File: src/rtl/icache_fill_ctrl.sv
// icache_fill_ctrl: miss/prefetch controller for a 2-way, 16-set, 64-bit-line instruction cache.
// Ports:
//   clock, reset                        clock and synchronous active-high reset
//   proc2Icache_addr                    fetch address (offset [2:0], index [6:3], tag [15:7])
//   Imem2proc_response/_data/_tag       bus accept tag, returning line data, and its transaction tag
//   cachemem_data/_valid                demand lookup result from cache memory
//   cachemem_prefetch_valid             prefetch lookup hit from cache memory
//   proc2Imem_command/_addr             BUS_LOAD request and line-aligned address
//   Icache_data_out/_valid_out          line returned to fetch
//   rd1_idx/rd1_tag                     demand lookup index/tag
//   prefetch_rd_idx/prefetch_rd_tag     prefetch lookup index/tag
//   wr1_en/_idx/_tag/_data              fill write into cache memory
module icache_fill_ctrl #(
    parameter int NUM_MSHR = 4,
    parameter int PF_DEPTH = 2
) (
    input  logic        clock,
    input  logic        reset,
    input  logic [63:0] proc2Icache_addr,
    input  logic [3:0]  Imem2proc_response,
    input  logic [63:0] Imem2proc_data,
    input  logic [3:0]  Imem2proc_tag,
    input  logic [63:0] cachemem_data,
    input  logic        cachemem_valid,
    input  logic        cachemem_prefetch_valid,
    output logic [1:0]  proc2Imem_command,
    output logic [63:0] proc2Imem_addr,
    output logic [63:0] Icache_data_out,
    output logic        Icache_valid_out,
    output logic [3:0]  rd1_idx,
    output logic [8:0]  rd1_tag,
    output logic [3:0]  prefetch_rd_idx,
    output logic [8:0]  prefetch_rd_tag,
    output logic        wr1_en,
    output logic [3:0]  wr1_idx,
    output logic [8:0]  wr1_tag,
    output logic [63:0] wr1_data
);
    localparam int IW = NUM_MSHR > 1 ? $clog2(NUM_MSHR) : 1;
    localparam logic [1:0] BUS_NONE = 2'd0;
    localparam logic [1:0] BUS_LOAD = 2'd1;

    logic [NUM_MSHR-1:0] mshr_valid;
    logic [3:0]          mshr_tag  [NUM_MSHR];
    logic [12:0]         mshr_line [NUM_MSHR];
    logic [12:0]         pf_line;
    logic [12:0]         last_miss_line;
    logic [2:0]          pf_count;

    logic [12:0]   line;
    logic [12:0]   fill_line;
    logic [12:0]   req_line;
    logic [IW-1:0] fill_idx;
    logic [IW-1:0] free_idx;
    logic          fill_hit;
    logic          free_avail;
    logic          demand_in_flight;
    logic          pf_in_flight;
    logic          fill_cur;
    logic          demand_miss;
    logic          demand_req;
    logic          pf_active;
    logic          pf_skip;
    logic          pf_req;
    logic          accepted;
    logic          unused_addr_bits;

    assign line = proc2Icache_addr[15:3];
    assign unused_addr_bits = ^{proc2Icache_addr[63:16], proc2Icache_addr[2:0]};

    // Descending scan so the lowest matching/free entry wins.
    always_comb begin
        fill_hit = 1'b0;
        fill_idx = '0;
        fill_line = '0;
        free_avail = 1'b0;
        free_idx = '0;
        demand_in_flight = 1'b0;
        pf_in_flight = 1'b0;
        for (int i = NUM_MSHR - 1; i >= 0; i--) begin
            if (mshr_valid[i] && Imem2proc_tag != 4'd0 && mshr_tag[i] == Imem2proc_tag) begin
                fill_hit = 1'b1;
                fill_idx = IW'(i);
                fill_line = mshr_line[i];
            end
            if (!mshr_valid[i]) begin
                free_avail = 1'b1;
                free_idx = IW'(i);
            end
            demand_in_flight = demand_in_flight | (mshr_valid[i] && mshr_line[i] == line);
            pf_in_flight = pf_in_flight | (mshr_valid[i] && mshr_line[i] == pf_line);
        end
    end

    // A fill for the current line counts as a hit, so it neither requests nor redirects prefetch.
    assign fill_cur    = fill_hit && fill_line == line;
    assign demand_miss = !reset && !cachemem_valid && !fill_cur;
    assign demand_req  = demand_miss && !demand_in_flight && free_avail;
    assign pf_active   = !reset && !demand_req && pf_count != 3'd0;
    assign pf_skip     = pf_active && (cachemem_prefetch_valid || pf_in_flight);
    assign pf_req      = pf_active && !pf_skip && free_avail;
    assign req_line    = demand_req ? line : pf_line;
    assign accepted    = (demand_req || pf_req) && Imem2proc_response != 4'd0;

    always_ff @(posedge clock) begin
        if (reset) begin
            mshr_valid <= '0;
            pf_line <= '0;
            pf_count <= '0;
            last_miss_line <= '1;
        end else begin
            if (fill_hit) mshr_valid[fill_idx] <= 1'b0;
            if (accepted) begin
                mshr_valid[free_idx] <= 1'b1;
                mshr_tag[free_idx] <= Imem2proc_response;
                mshr_line[free_idx] <= req_line;
            end
            if (demand_miss && line != last_miss_line) begin
                pf_line <= line + 13'd1;
                pf_count <= 3'(PF_DEPTH);
                last_miss_line <= line;
            end else if ((pf_req && accepted) || pf_skip) begin
                pf_line <= pf_line + 13'd1;
                pf_count <= pf_count - 3'd1;
            end
        end
    end

    assign proc2Imem_command = (demand_req || pf_req) ? BUS_LOAD : BUS_NONE;
    assign proc2Imem_addr    = {48'b0, req_line, 3'b0};
    assign Icache_valid_out  = !reset && (cachemem_valid || fill_cur);
    assign Icache_data_out   = cachemem_valid ? cachemem_data : Imem2proc_data;
    assign rd1_idx           = proc2Icache_addr[6:3];
    assign rd1_tag           = proc2Icache_addr[15:7];
    assign prefetch_rd_idx   = pf_line[3:0];
    assign prefetch_rd_tag   = pf_line[12:4];
    assign wr1_en            = !reset && fill_hit;
    assign wr1_idx           = fill_line[3:0];
    assign wr1_tag           = fill_line[12:4];
    assign wr1_data          = Imem2proc_data;
endmodule
File: config.mk
export PLATFORM = sky130hd
export DESIGN_NAME = icache_fill_ctrl
export DESIGN_NICKNAME = d
export VERILOG_FILES = /design/src/rtl/icache_fill_ctrl.sv
export SDC_FILE = /design/constraint.sdc
export NUM_CORES = 1
export LEC_CHECK = 0
export CAP_MARGIN = 20
export CORE_AREA = 4 4 168 170
export CTS_BUF_LIST = sky130_fd_sc_hd__clkbuf_8
export DETAILED_ROUTE_END_ITERATION = 6
export DIE_AREA = 0 0 172 174
export PLACE_DENSITY = 0.68
export SYNTH_ARGS = -nofsm -noshare
export SYNTH_HDL_FRONTEND = slang
export SYNTH_SLANG_ARGS = --single-unit
export TNS_END_PERCENT = 1
File: constraint.sdc
create_clock -name clock -period 5.4 [get_ports clock]
set_input_delay 1.08 -clock clock [delete_from_list [all_inputs] [get_ports clock]]
set_output_delay 1.08 -clock clock [all_outputs]
set_load 0.05 [all_outputs]
# [Yosys cells after proc, flatten, opt, wreduce, memory -nomap -nowiden]
# Memories as Yosys holds them, arrays and structs flattened.
# Cells that the tools add are included.
[word_totals] memories=2 wordCells=122 ram_bits=68 output_inout_bits=235 register_bits=33
[classes] n_addsub=3 n_bitwise=9 n_mux=37 n_eq_ne=14 n_reduce_logical=48 order_cmp=4
[memory_table] memory="mshr_line" depth=4 word_bits=13 read_ports=4 rd_ports_with_merged_regs=0 write_ports=1 line="45" rtl="logic [12:0] mshr_line [NUM_MSHR];"
[memory_table] memory="mshr_tag" depth=4 word_bits=4 read_ports=4 rd_ports_with_merged_regs=0 write_ports=1 line="44" rtl="logic [3:0] mshr_tag [NUM_MSHR];"
[ops] op="13-bit == test" count=9
[ops] op="13-bit 2-to-1 mux" count=7
[ops] op="64-bit 2-to-1 mux" count=1
[ops] op="1-bit logical AND" count=33
[ops] op="13-bit by 1-bit adder with 13-bit output (second input constant)" count=2
[ops] op="2-bit 2-to-1 mux" count=10
[ops] op="4-bit == test" count=4
[ops] op="1-bit 2-to-1 mux" count=14
[ops] op="13-bit != test" count=1
[ops] op="4-bit 2-to-1 mux" count=3
[ops] op="4-bit nonzero test" count=2
[ops] op="1-bit logical NOT" count=6
[ops] op="2-bit by 3-bit less-than comparator with 1-bit output (second input constant)" count=2
[ops] op="1-bit OR" count=6
[ops] op="4-bit bitwise AND" count=1
[ops] op="1-bit demux with 2-bit select" count=2
[ops] op="2-bit by 1-bit greater-or-equal comparator with 1-bit output (second input constant)" count=2
[ops] op="1-bit logical OR" count=4
[ops] op="4-bit inverter" count=1
[ops] op="4-bit OR" count=1
[ops] op="3-bit nonzero test" count=1
[ops] op="3-bit by 1-bit subtractor with 3-bit output (second input constant)" count=1
[ops] op="2-bit nonzero test" count=1
[ops] op="2-bit OR reduction" count=1

# [Logic depth before layout (Yosys ltp)]
# Gate-level depths: netlist (run 1).
[depth] depth_word=26 depth_mapped=23 ltp_nobuf=16

# [Least setup slack after synthesis (run 1)]
# OpenSTA, ideal clock, no wires.
[synth_path] path_kind="input port to flip-flop" from="input port Imem2proc_tag[2]" to="memory mshr_line[3][0], enable pin" stages=14 required_ns=4.962 setup_ns=0.438 setup_slack_ns=-1.241 arrival_time_ns=6.203 path_cell_list="buf_2 or3_1 a21oi_1 or2_2 clkbuf_1 buf_2 o21ai_0 o21ai_0 xor2_1 nor3_2 a31oi_1 buf_6 o21ai_1 nor4_1"
[synth_between] elab_chain_len=25 word_cells_on_any_way=39 classes_between="eq/ne: 5; mux: 11; reduce/logical: 23"
[synth_lines] item="start: declaration" line="22" rtl="input logic [3:0] Imem2proc_tag,"
[synth_lines] item="4-bit nonzero test" line="81" rtl="if (mshr_valid[i] && Imem2proc_tag != 4'd0 && mshr_tag[i] == Imem2proc_tag) begin"
[synth_lines] item="1-bit logical AND (2 in a row)" line="81"
[synth_lines] item="13-bit 2-to-1 mux (3 in a row)" line="81"
[synth_lines] item="13-bit 2-to-1 mux (*)" line="81"
[synth_lines] item="via wr1_tag[2]" line="36" rtl="output logic [8:0] wr1_tag,"
[synth_lines] item="13-bit == test (*)" line="96" rtl="assign fill_cur = fill_hit && fill_line == line;"
[synth_lines] item="1-bit logical AND (*)" line="96"
[synth_lines] item="1-bit logical NOT (*)" line="97" rtl="assign demand_miss = !reset && !cachemem_valid && !fill_cur;"
[synth_lines] item="[... 6 more ...]"
[synth_lines] item="1-bit logical AND" line="100" rtl="assign pf_skip = pf_active && (cachemem_prefetch_valid || pf_in_flight);"
[synth_lines] item="1-bit logical NOT" line="101" rtl="assign pf_req = pf_active && !pf_skip && free_avail;"
[synth_lines] item="1-bit logical AND (2 in a row)" line="101"
[synth_lines] item="1-bit logical OR (*)" line="103" rtl="assign accepted = (demand_req || pf_req) && Imem2proc_response != 4'd0;"
[synth_lines] item="1-bit logical AND (*)" line="103"
[synth_lines] item="1-bit 2-to-1 mux (*)" line="113" rtl="if (accepted) begin"
[synth_lines] item="1-bit 2-to-1 mux (*)" line="106" rtl="if (reset) begin"
[synth_lines] item="1-bit 2-to-1 mux (implied by the code) (*)" line="116" rtl="mshr_line[free_idx] <= req_line;"
[synth_lines] item="end: declaration" line="45"
# Mark *: on every way through the listed nets, which the timed path passes. The rest lies on a longest branch.

# [Worst setup path in the final report (run 1)]
[layout_path] from="input port Imem2proc_tag[0]" to="output port proc2Imem_addr[11]"
[layout_between] elab_chain_len=14 word_cells_on_any_way=28 classes_between="eq/ne: 5; mux: 9; reduce/logical: 14"
[layout_lines] item="4-bit nonzero test" line="81"
[layout_lines] item="1-bit logical AND (2 in a row)" line="81"
[layout_lines] item="13-bit 2-to-1 mux (4 in a row)" line="81"
[layout_lines] item="13-bit == test" line="96"
[layout_lines] item="1-bit logical AND (*)" line="96"
[layout_lines] item="1-bit logical NOT (*)" line="97"
[layout_lines] item="1-bit logical AND (*)" line="97"
[layout_lines] item="1-bit logical AND (*) (2 in a row)" line="98" rtl="assign demand_req = demand_miss && !demand_in_flight && free_avail;"
[layout_lines] item="13-bit 2-to-1 mux (*)" line="102" rtl="assign req_line = demand_req ? line : pf_line;"
[layout_lines] item="end: declaration" line="27" rtl="output logic [63:0] proc2Imem_addr,"
# Every way passes the cells marked *; elsewhere a longest branch is shown, timed or not.

==> results of run 1 <==
## kinds of logic (layout without fill, tap and decap cells)
group	after synthesis	count (layout)	share of synthesized area (%)
flip-flops	101	101	32.77
adder cells (fa/ha/maj)	3	3	0.4552
AO/OA/AOI/OAI	113	113	9.498
multiplexers	83	83	11.27
other	1	52	0.04547
XOR/XNOR	150	150	15.93
buffers and inverters	203	487	15.63
AND/OR/NAND/NOR	217	217	14.40
## synthesized netlist by cell type, drive strengths merged (4+ instances only)
| cell | number |
|---|---|
| nand2 | 42 |
| a211oi | 10 |
| a221o | 4 |
| a21oi | 21 |
| or2 | 7 |
| a2111oi | 4 |
| nand3 | 28 |
| mux2 | 79 |
| or3 | 4 |
| and3 | 8 |
| clkbuf | 40 |
| nor3 | 23 |
| nand4 | 24 |
| mux2i | 4 |
| o21ai | 29 |
| xor2 | 59 |
| dfxtp | 33 |
| nor2 | 43 |
| xnor2 | 91 |
| edfxtp | 68 |
| buf | 154 |
| and2 | 5 |
| nor4 | 19 |
| inv | 8 |
| o22ai | 11 |
## metal layers
metal,wire length (um),GRT usage [%],vias up
met2,17490,38.13,488
met3,4613,8.733,50
met4,655,4.717,0
met1,17090,35.54,3806
li1,-,-,3566
met5,0,0,-
## per-stage QoR
stage | setup TNS, ns | utilization, % | cell area, sq um | total power (uW) | instances
after floorplan | -0.1303 | - | 8486 | 1638 | 922
after global placement | -14.31 | 45.31 | 12110 | 2053 | 1514
after detailed placement | -21.92 | 45.31 | 12110 | 2059 | 1514
final | 0 | 47.81 | 12780 | 2555 | 1547
after CTS | 0 | 47.03 | 12570 | 2551 | 1541
after global routing | -0.08117 | 47.81 | 12780 | 2638 | 1547
## worst paths after layout
| kind | start | to | slack (ns) | cells after the start |
|---|---|---|---|---|
| min | last_miss_line[10] | last_miss_line[10] | 0.49 | 2 |
| max reg2reg | mshr_tag[3][1] | pf_line[12] | 0.89 | 19 |
| min reg2reg | last_miss_line[10] | last_miss_line[10] | 0.49 | 2 |
| max | Imem2proc_tag[0] | proc2Imem_addr[11] | 0.06 | 16 |
## power groups by stage
stage | clock network [uW] | registers, uW | logic, uW
after floorplan | 0 | 925 | 713
after global placement | 0 | 938 | 1110
after detailed placement | 0 | 938 | 1120
after CTS | 493 | 921 | 1140
after global routing | 517 | 926 | 1190
final | 484 | 923 | 1150
## flip-flops by register name, indices dropped and copies added (netlist names)
name            flops
last_miss_line     13
mshr_line          52
mshr_tag           16
mshr_valid          4
pf_count            3
pf_line            13
## final cells by class
| class | count | area share [%] |
|---|---|---|
| Clock buffer | 9 | 0.9694 |
| Clock inverter | 7 | 0.5875 |
| Inverter | 9 | 0.2644 |
| Multi-Input combinational cell | 618 | 37.65 |
| Sequential cell | 101 | 21.15 |
| Tap cell | 341 | 3.339 |
| Timing Repair Buffer | 462 | 36.04 |
## repair_timing
action / in CTS / in global routing
cloned: 1 / 0
setup buffers: 12 / 6
pin swaps: 17 / 17
gates resized for setup: 51 / 39
setup endpoints to repair: 20 / 15
## tightest hold or removal path, stage by stage, from the launching register on
cell     delay, ns
dfxtp_1       0.34
nand2_1       0.06
nand3_1       0.06
==> results_tabular.tex, run 1 <==
\begin{tabular}{lr}
\hline
Metric & Value \\
\hline
\multicolumn{2}{l}{\textbf{Status}} \\
\quad Result of the run & finished clean \\
\multicolumn{2}{l}{\textbf{STA}} \\
\quad Max frequency & approximately 190 MHz \\
\quad Setup slack of the critical path after layout & 0.06114 ns \\
\quad Tmin final & 5.339 ns \\
\quad Worst-case headroom to the max-slew limit & a little over two fifths \\
\quad Slew of the pin with the lowest slew margin & around 0.85 ns \\
\quad Max-slew violation total from the final report & 0 \\
\quad Final hold slack & between 0.4 and 0.5 ns \\
\quad Clock Skews & slightly below 0.02 ns \\
\quad Fraction of the cycle the final worst path needs & a little over nine tenths \\
\quad Count of endpoints failing hold in the final timing report & 0 \\
\quad Total of endpoints with negative setup slack in the final report & 0 \\
\multicolumn{2}{l}{\textbf{Synthesis}} \\
\quad Synthesized area per cell & about 9.5 sq um \\
\quad Cell accounting for the most synthesized area & edfxtp\_1 \\
\quad Top-area cell type share of the netlist area & 24.76\% \\
\quad Number of flops mapped to enable cells by yosys & approximately 70 \\
\quad Synth Cell Area & a little over 8000 sq um \\
\quad Flip-flop cell with the highest count after synthesis & edfxtp\_1 \\
\quad Sequential area share after synthesis & between 30\% and 40\% \\
\quad Warnings from Yosys & 0 \\
\quad Netlist cell types & 70 \\
\quad Flip-flop and latch count after synthesis & slightly above 100 \\
\quad Synth area leaders & edfxtp\_1 25\%, buf\_4 12\%, mux2\_2 11\% \\
\quad Synthesized instance count & 871 \\
\quad Async SR Flop Fraction & 0\% \\
\multicolumn{2}{l}{\textbf{Floorplanning}} \\
\quad Number of I/O pins & approximately 440 \\
\quad Die outline height & between 150 and 200 um \\
\quad X dimension of the die & 172 um \\
\quad Core outline area & 26,730 sq um \\
\quad Initial Utilization & a little under a third \\
\quad Number of standard-cell rows in the floorplan & 60 \\
\quad Area of the die & between 20,000 and 30,000 sq um \\
\multicolumn{2}{l}{\textbf{GRT}} \\
\quad Via count of the first global-routing pass & 7,712 \\
\quad Wire length of the first global-routing pass & around 55 mm \\
\quad Pin count of the biggest net entering global routing & 40 \\
\quad Overflow left after global routing & 0 \\
\quad All-Layer GR Usage & between 20\% and 30\% \\
\quad Number of antenna violations at the first check in global routing & 0 \\
\multicolumn{2}{l}{\textbf{Detailed routing}} \\
\quad DRT iter0 DRCs & between 700 and 800 \\
\quad DRC viols & 0 \\
\quad Via count & between 7,000 and 8,000 \\
\quad Average vias per placed instance & roughly 5 \\
\quad Total wire length after detailed routing & about 40 mm \\
\quad Detailed-route wire length per cell & roughly 26 um \\
\quad First-pass iteration count of the detailed router & 5 \\
\quad Antenna-violating nets left & 0 \\
\multicolumn{2}{l}{\textbf{Finish}} \\
\quad Total Nets Final & roughly 1,400 \\
\quad Area occupied by multi-input gates & $\sim$4800 sq um \\
\quad Most frequent standard cell in the layout excluding fill and tap cells & clkdlybuf4s50\_1 \\
\quad Filler cell count in the final layout & between 2,000 and 2,500 \\
\quad Storage element area & around 2700 sq um \\
\quad Share of cells above drive strength 1 & a little over a quarter \\
\quad Synth-to-Final Area Change & 54.95\% \\
\quad Top library cells by usage in the layout, fill and taps aside & 301 x clkdlybuf4s50\_1, 118 x buf\_4, 88 x xnor2\_1, 76 x mux2\_2, 68 x edfxtp\_1 \\
\quad Antenna fix cells & 0 \\
\multicolumn{2}{l}{\textbf{Placement}} \\
\quad Final HPWL DP & 32.97 mm \\
\quad Worst slack at placement & -0.6282 ns \\
\quad Buffers added on ports & $\sim$340 \\
\quad RePlAce Congestion & about 1.0 \\
\multicolumn{2}{l}{\textbf{Clock network}} \\
\quad Buffer levels on the longest clock path & 2 \\
\quad TritonCTS Sinks & $\sim$100 \\
\quad Count of hold buffers inserted by post-cts repair & 0 \\
\quad CTS buffer count & 9 \\
\quad Clock latency on the worst-skew pair & 0.40 ns \\
\quad CTS tree & built \\
\quad Root Driver & clkbuf\_8 \\
\quad Level count of the clock H-tree & 3 \\
\quad Clock slew at the register clock pins of the worst setup and hold paths & $\sim$0.11 ns \\
\multicolumn{2}{l}{\textbf{Power and ir drop}} \\
\quad Logic gate share of total power & 44.9\% \\
\quad Part of the power in the clock network & a little under a fifth \\
\quad P\_sw & 1071 uW \\
\quad Peak supply drop & 0.1454 mV \\
\quad Internal power summed over all cells & roughly 1500 uW \\
\quad Power density over the cells & between 150 and 200 nW/um\^{}2 \\
\quad Static leakage & 0.004767 uW \\
\quad Switching portion of total power & 41.94\% \\
\quad Flop pwr share & between 30\% and 40\% \\
\multicolumn{2}{l}{\textbf{Hold path}} \\
\quad Path category of the worst min-delay check & flop to flop \\
\multicolumn{2}{l}{\textbf{Worst setup path}} \\
\quad Most numerous cell on the critical path & buf\_4 \\
\quad Maximum single-stage delay on the critical path & about 0.5 ns \\
\quad Total buffers and inverters traversed by the critical path & 7 \\
\quad Critical path capture point type & output pin \\
\quad CP top delay family & buffers and inverters \\
\quad Startpoint class of the critical path & primary input \\
\quad Endpoint required time on the critical path & 4.32 ns \\
\quad Cell-by-cell listing of the critical path & buf\_4 > or4\_4 > nand2\_4 > a211oi\_4 > buf\_6 > buf\_4 > a221oi\_4 > mux2\_4 > o211a\_1 > nor4b\_4 > buf\_4 > a31oi\_4 > buf\_6 > buf\_12 > mux2\_4 > buf\_12 \\
\quad Crit-path slowest cell & or4\_4 \\
\quad Worst-path maximum fanout & 6 \\
\quad Type of the worst setup path & primary input to output pin \\
\quad Arrival time worst endpoint & roughly 4.3 ns \\
\multicolumn{2}{l}{\textbf{Job}} \\
\quad Maximum Capacitance Violations & 0 \\
\hline
\end{tabular}
Power figures use the tool's default switching activity.
==> run 2, diff against run 1 <==
--- a/config.mk
+++ b/config.mk
@@ -7,7 +7,6 @@
 export LEC_CHECK = 0
 export CAP_MARGIN = 20
 export CORE_AREA = 4 4 168 170
-export CTS_BUF_LIST = sky130_fd_sc_hd__clkbuf_8
 export DETAILED_ROUTE_END_ITERATION = 6
 export DIE_AREA = 0 0 172 174
 export PLACE_DENSITY = 0.68
==> results_tabular.tex, run 2 (synthesis results as in run 1) <==
\begin{tabular}{lr}
\hline
Metric & Value \\
\hline
\multicolumn{2}{l}{\textbf{Floorplanning}} \\
\quad Initial Utilization & 30.86\% \\
\quad X dimension of the die & about 170 um \\
\quad Number of I/O pins & 439 \\
\quad Die outline height & 174 um \\
\quad Core outline area & between 20,000 and 30,000 sq um \\
\quad Area of the die & $\sim$30,000 sq um \\
\quad Number of standard-cell rows in the floorplan & 60 \\
\multicolumn{2}{l}{\textbf{STA}} \\
\quad Final hold slack & 0.4885 ns \\
\quad Max frequency & between 150 and 200 MHz \\
\quad Max-slew violation total from the final report & 0 \\
\quad Final sum of negative setup slack & 0 ns \\
\quad Slew of the pin with the lowest slew margin & about 0.85 ns \\
\quad Fraction of the cycle the final worst path needs & about 100\% \\
\quad Count of endpoints failing hold in the final timing report & 0 \\
\quad Setup repair after global routing missed its margin & yes \\
\quad Total of endpoints with negative setup slack in the final report & 0 \\
\quad Worst-case headroom to the max-slew limit & 43.25\% \\
\quad Tmin final & approximately 5.4 ns \\
\quad Clock Skews & approximately 0.011 ns \\
\multicolumn{2}{l}{\textbf{Power and ir drop}} \\
\quad Part of the power in the clock network & 23.9\% \\
\quad Static leakage & around 0.0048 uW \\
\quad P\_sw & 1090 uW \\
\quad Flop pwr share & about 34\% \\
\quad Power density over the cells & 211.3 nW/um\^{}2 \\
\quad Switching portion of total power & about two fifths \\
\quad Peak supply drop & approximately 0.18 mV \\
\quad Internal power summed over all cells & 1627 uW \\
\quad Logic gate share of total power & a little over two fifths \\
\multicolumn{2}{l}{\textbf{Clock network}} \\
\quad Buffer levels on the longest clock path & 2 \\
\quad Clock slew at the register clock pins of the worst setup and hold paths & $\sim$0.080 ns \\
\quad TritonCTS Sinks & about 100 \\
\quad CTS buffer count & 9 \\
\quad Level count of the clock H-tree & 3 \\
\quad CTS tree & built \\
\quad Clock latency on the worst-skew pair & about 0.36 ns \\
\quad Count of hold buffers inserted by post-cts repair & 0 \\
\quad Root Driver & clkbuf\_16 \\
\multicolumn{2}{l}{\textbf{Finish}} \\
\quad Finished Cell Area & $\sim$13,000 sq um \\
\quad Layout Utilization & 48.09\% \\
\quad Flip-flop count of the largest register after layout & 52 \\
\quad Register containing the most flip-flops in the final layout & mshr\_line \\
\quad Most frequent standard cell in the layout excluding fill and tap cells & clkdlybuf4s50\_1 \\
\quad Registers with the most flip-flops & mshr\_line: 52 flops, mshr\_tag: 16 flops \\
\quad Antenna fix cells & 0 \\
\quad Finished Layout Cells & approximately 1,500 \\
\quad Filler cell count in the final layout & 2,422 \\
\quad Share of cells above drive strength 1 & 26.29\% \\
\quad Total Nets Final & $\sim$1,400 \\
\quad Top library cells by usage in the layout, fill and taps aside & 301 x clkdlybuf4s50\_1, 120 x buf\_4, 89 x xnor2\_1, 77 x mux2\_2, 68 x edfxtp\_1 \\
\quad Synth-to-Final Area Change & 55.86\% \\
\multicolumn{2}{l}{\textbf{Worst setup path}} \\
\quad Arrival time worst endpoint & 4.30 ns \\
\quad Startpoint class of the critical path & primary input \\
\quad CP startpoint & Imem2proc\_tag[3] \\
\quad Critical path capture point type & output pin \\
\quad Endpoint required time on the critical path & 4.32 ns \\
\quad FF-to-FF Start & mshr\_tag[3][1] \\
\quad Worst-path maximum fanout & 6 \\
\quad Most numerous cell on the critical path & buf\_6 \\
\quad Type of the worst setup path & primary input to output pin \\
\quad Maximum single-stage delay on the critical path & roughly 0.53 ns \\
\quad Cell-by-cell listing of the critical path & buf\_6 > or4\_4 > nand2\_4 > a211oi\_4 > buf\_6 > buf\_6 > a2111oi\_4 > nor3\_1 > or4\_1 > nor3\_2 > buf\_4 > a31oi\_4 > buf\_6 > buf\_16 > mux2\_2 > buf\_12 \\
\quad Crit-path slowest cell & or4\_4 \\
\multicolumn{2}{l}{\textbf{Detailed routing}} \\
\quad Detailed-route wire length per cell & 25.88 um \\
\quad Average vias per placed instance & roughly 5.1 \\
\quad Total wire length after detailed routing & 40.03 mm \\
\quad First-pass iteration count of the detailed router & 5 \\
\quad DRT iter0 DRCs & around 810 \\
\quad DRC viols & 0 \\
\quad Antenna-violating nets left & 0 \\
\quad Via count & 7,915 \\
\multicolumn{2}{l}{\textbf{GRT}} \\
\quad Wire length of the first global-routing pass & between 50 and 60 mm \\
\quad All-Layer GR Usage & 25.42\% \\
\quad Pin count of the biggest net entering global routing & 40 \\
\quad Via count of the first global-routing pass & between 7,000 and 8,000 \\
\quad Overflow left after global routing & 0 \\
\quad Number of antenna violations at the first check in global routing & 1 \\
\multicolumn{2}{l}{\textbf{Hold path}} \\
\quad Path category of the worst min-delay check & flop to flop \\
\quad Startpoint of the worst hold path & last\_miss\_line[10] \\
\multicolumn{2}{l}{\textbf{Placement}} \\
\quad RePlAce Congestion & $\sim$1.0 \\
\quad Final HPWL DP & 32.97 mm \\
\quad Buffers added on ports & approximately 340 \\
\quad Post-DP Area & between 10,000 and 15,000 sq um \\
\quad Number of placed cells counting well taps & 1,514 \\
\multicolumn{2}{l}{\textbf{Job}} \\
\quad Maximum Capacitance Violations & 0 \\
\multicolumn{2}{l}{\textbf{Status}} \\
\quad Result of the run & finished clean \\
\hline
\end{tabular}
-- run 2: cell counts in the layout (fill, tap and decap cells not counted) --
No cell type changed its count.
-- run 2: final cells by class --
class,instances,area [sq um],share of cell area (%)
sequential,101,2703,21.03
tap,341,426.7,3.319
timing repair buffer,462,4589,35.71
clock inverter,7,75.07,0.5841
multi-input combinational,618,4801,37.35
clock buffer,9,225.2,1.752
inverter,9,33.78,0.2628
-- run 2: power by group through the flow --
stage / Combinational (uW) / Clock, uW / Sequential (uW)
final: 1150 / 649 / 923
after global routing: 1190 / 684 / 926
after floorplan: 713 / 0 / 925
after global placement: 1110 / 0 / 938
after detailed placement: 1120 / 0 / 938
after CTS: 1140 / 659 / 921
-- run 2: repair_timing --
action / 4_1_cts / 5_1_grt
setup buffers: 12 / 7
pin swaps: 17 / 21
endpoints found under the hold margin: 0 / 0
gates cloned: 1 / 0
gates resized for setup: 51 / 35
setup endpoints to repair: 21 / 15
-- run 2: layer usage --
layer / routed length [um] / global-route usage, % / vias up / part of all wire (%)
li1: - / - / 3575 / -
met1: 16940 / 35.44 / 3782 / 42
met2: 17570 / 38.21 / 499 / 44
met3: 4800 / 9.006 / 57 / 12
met4: 713 / 4.979 / 2 / 1.8
met5: 7 / 0 / - / 0.017
-- run 2: worst paths after layout --
| path | end | slack [ns] | cells past startpoint |
|---|---|---|---|
| min | last_miss_line[10] | 0.49 | 2 |
| min reg2reg | last_miss_line[10] | 0.49 | 2 |
| max reg2reg | pf_line[12] | 0.90 | 19 |
| max | proc2Imem_addr[12] | 0.02 | 16 |
-- run 2: worst max-delay path: cells and delay by family --
kind / cells / cell delay [ns]
buffers and inverters: 7 / 1.00
AO/OA/AOI/OAI: 3 / 0.48
multiplexers: 1 / 0.30
AND/OR/NAND/NOR: 5 / 1.43
-- run 2: stage by stage --
step / total power, uW / worst slack, ns
final: 2717 / 0.01735
after global routing: 2803 / -0.09543
after CTS: 2716 / 0.001755
after detailed placement: 2059 / -0.6282
after global placement: 2053 / -0.5476
after floorplan: 1638 / -0.01448
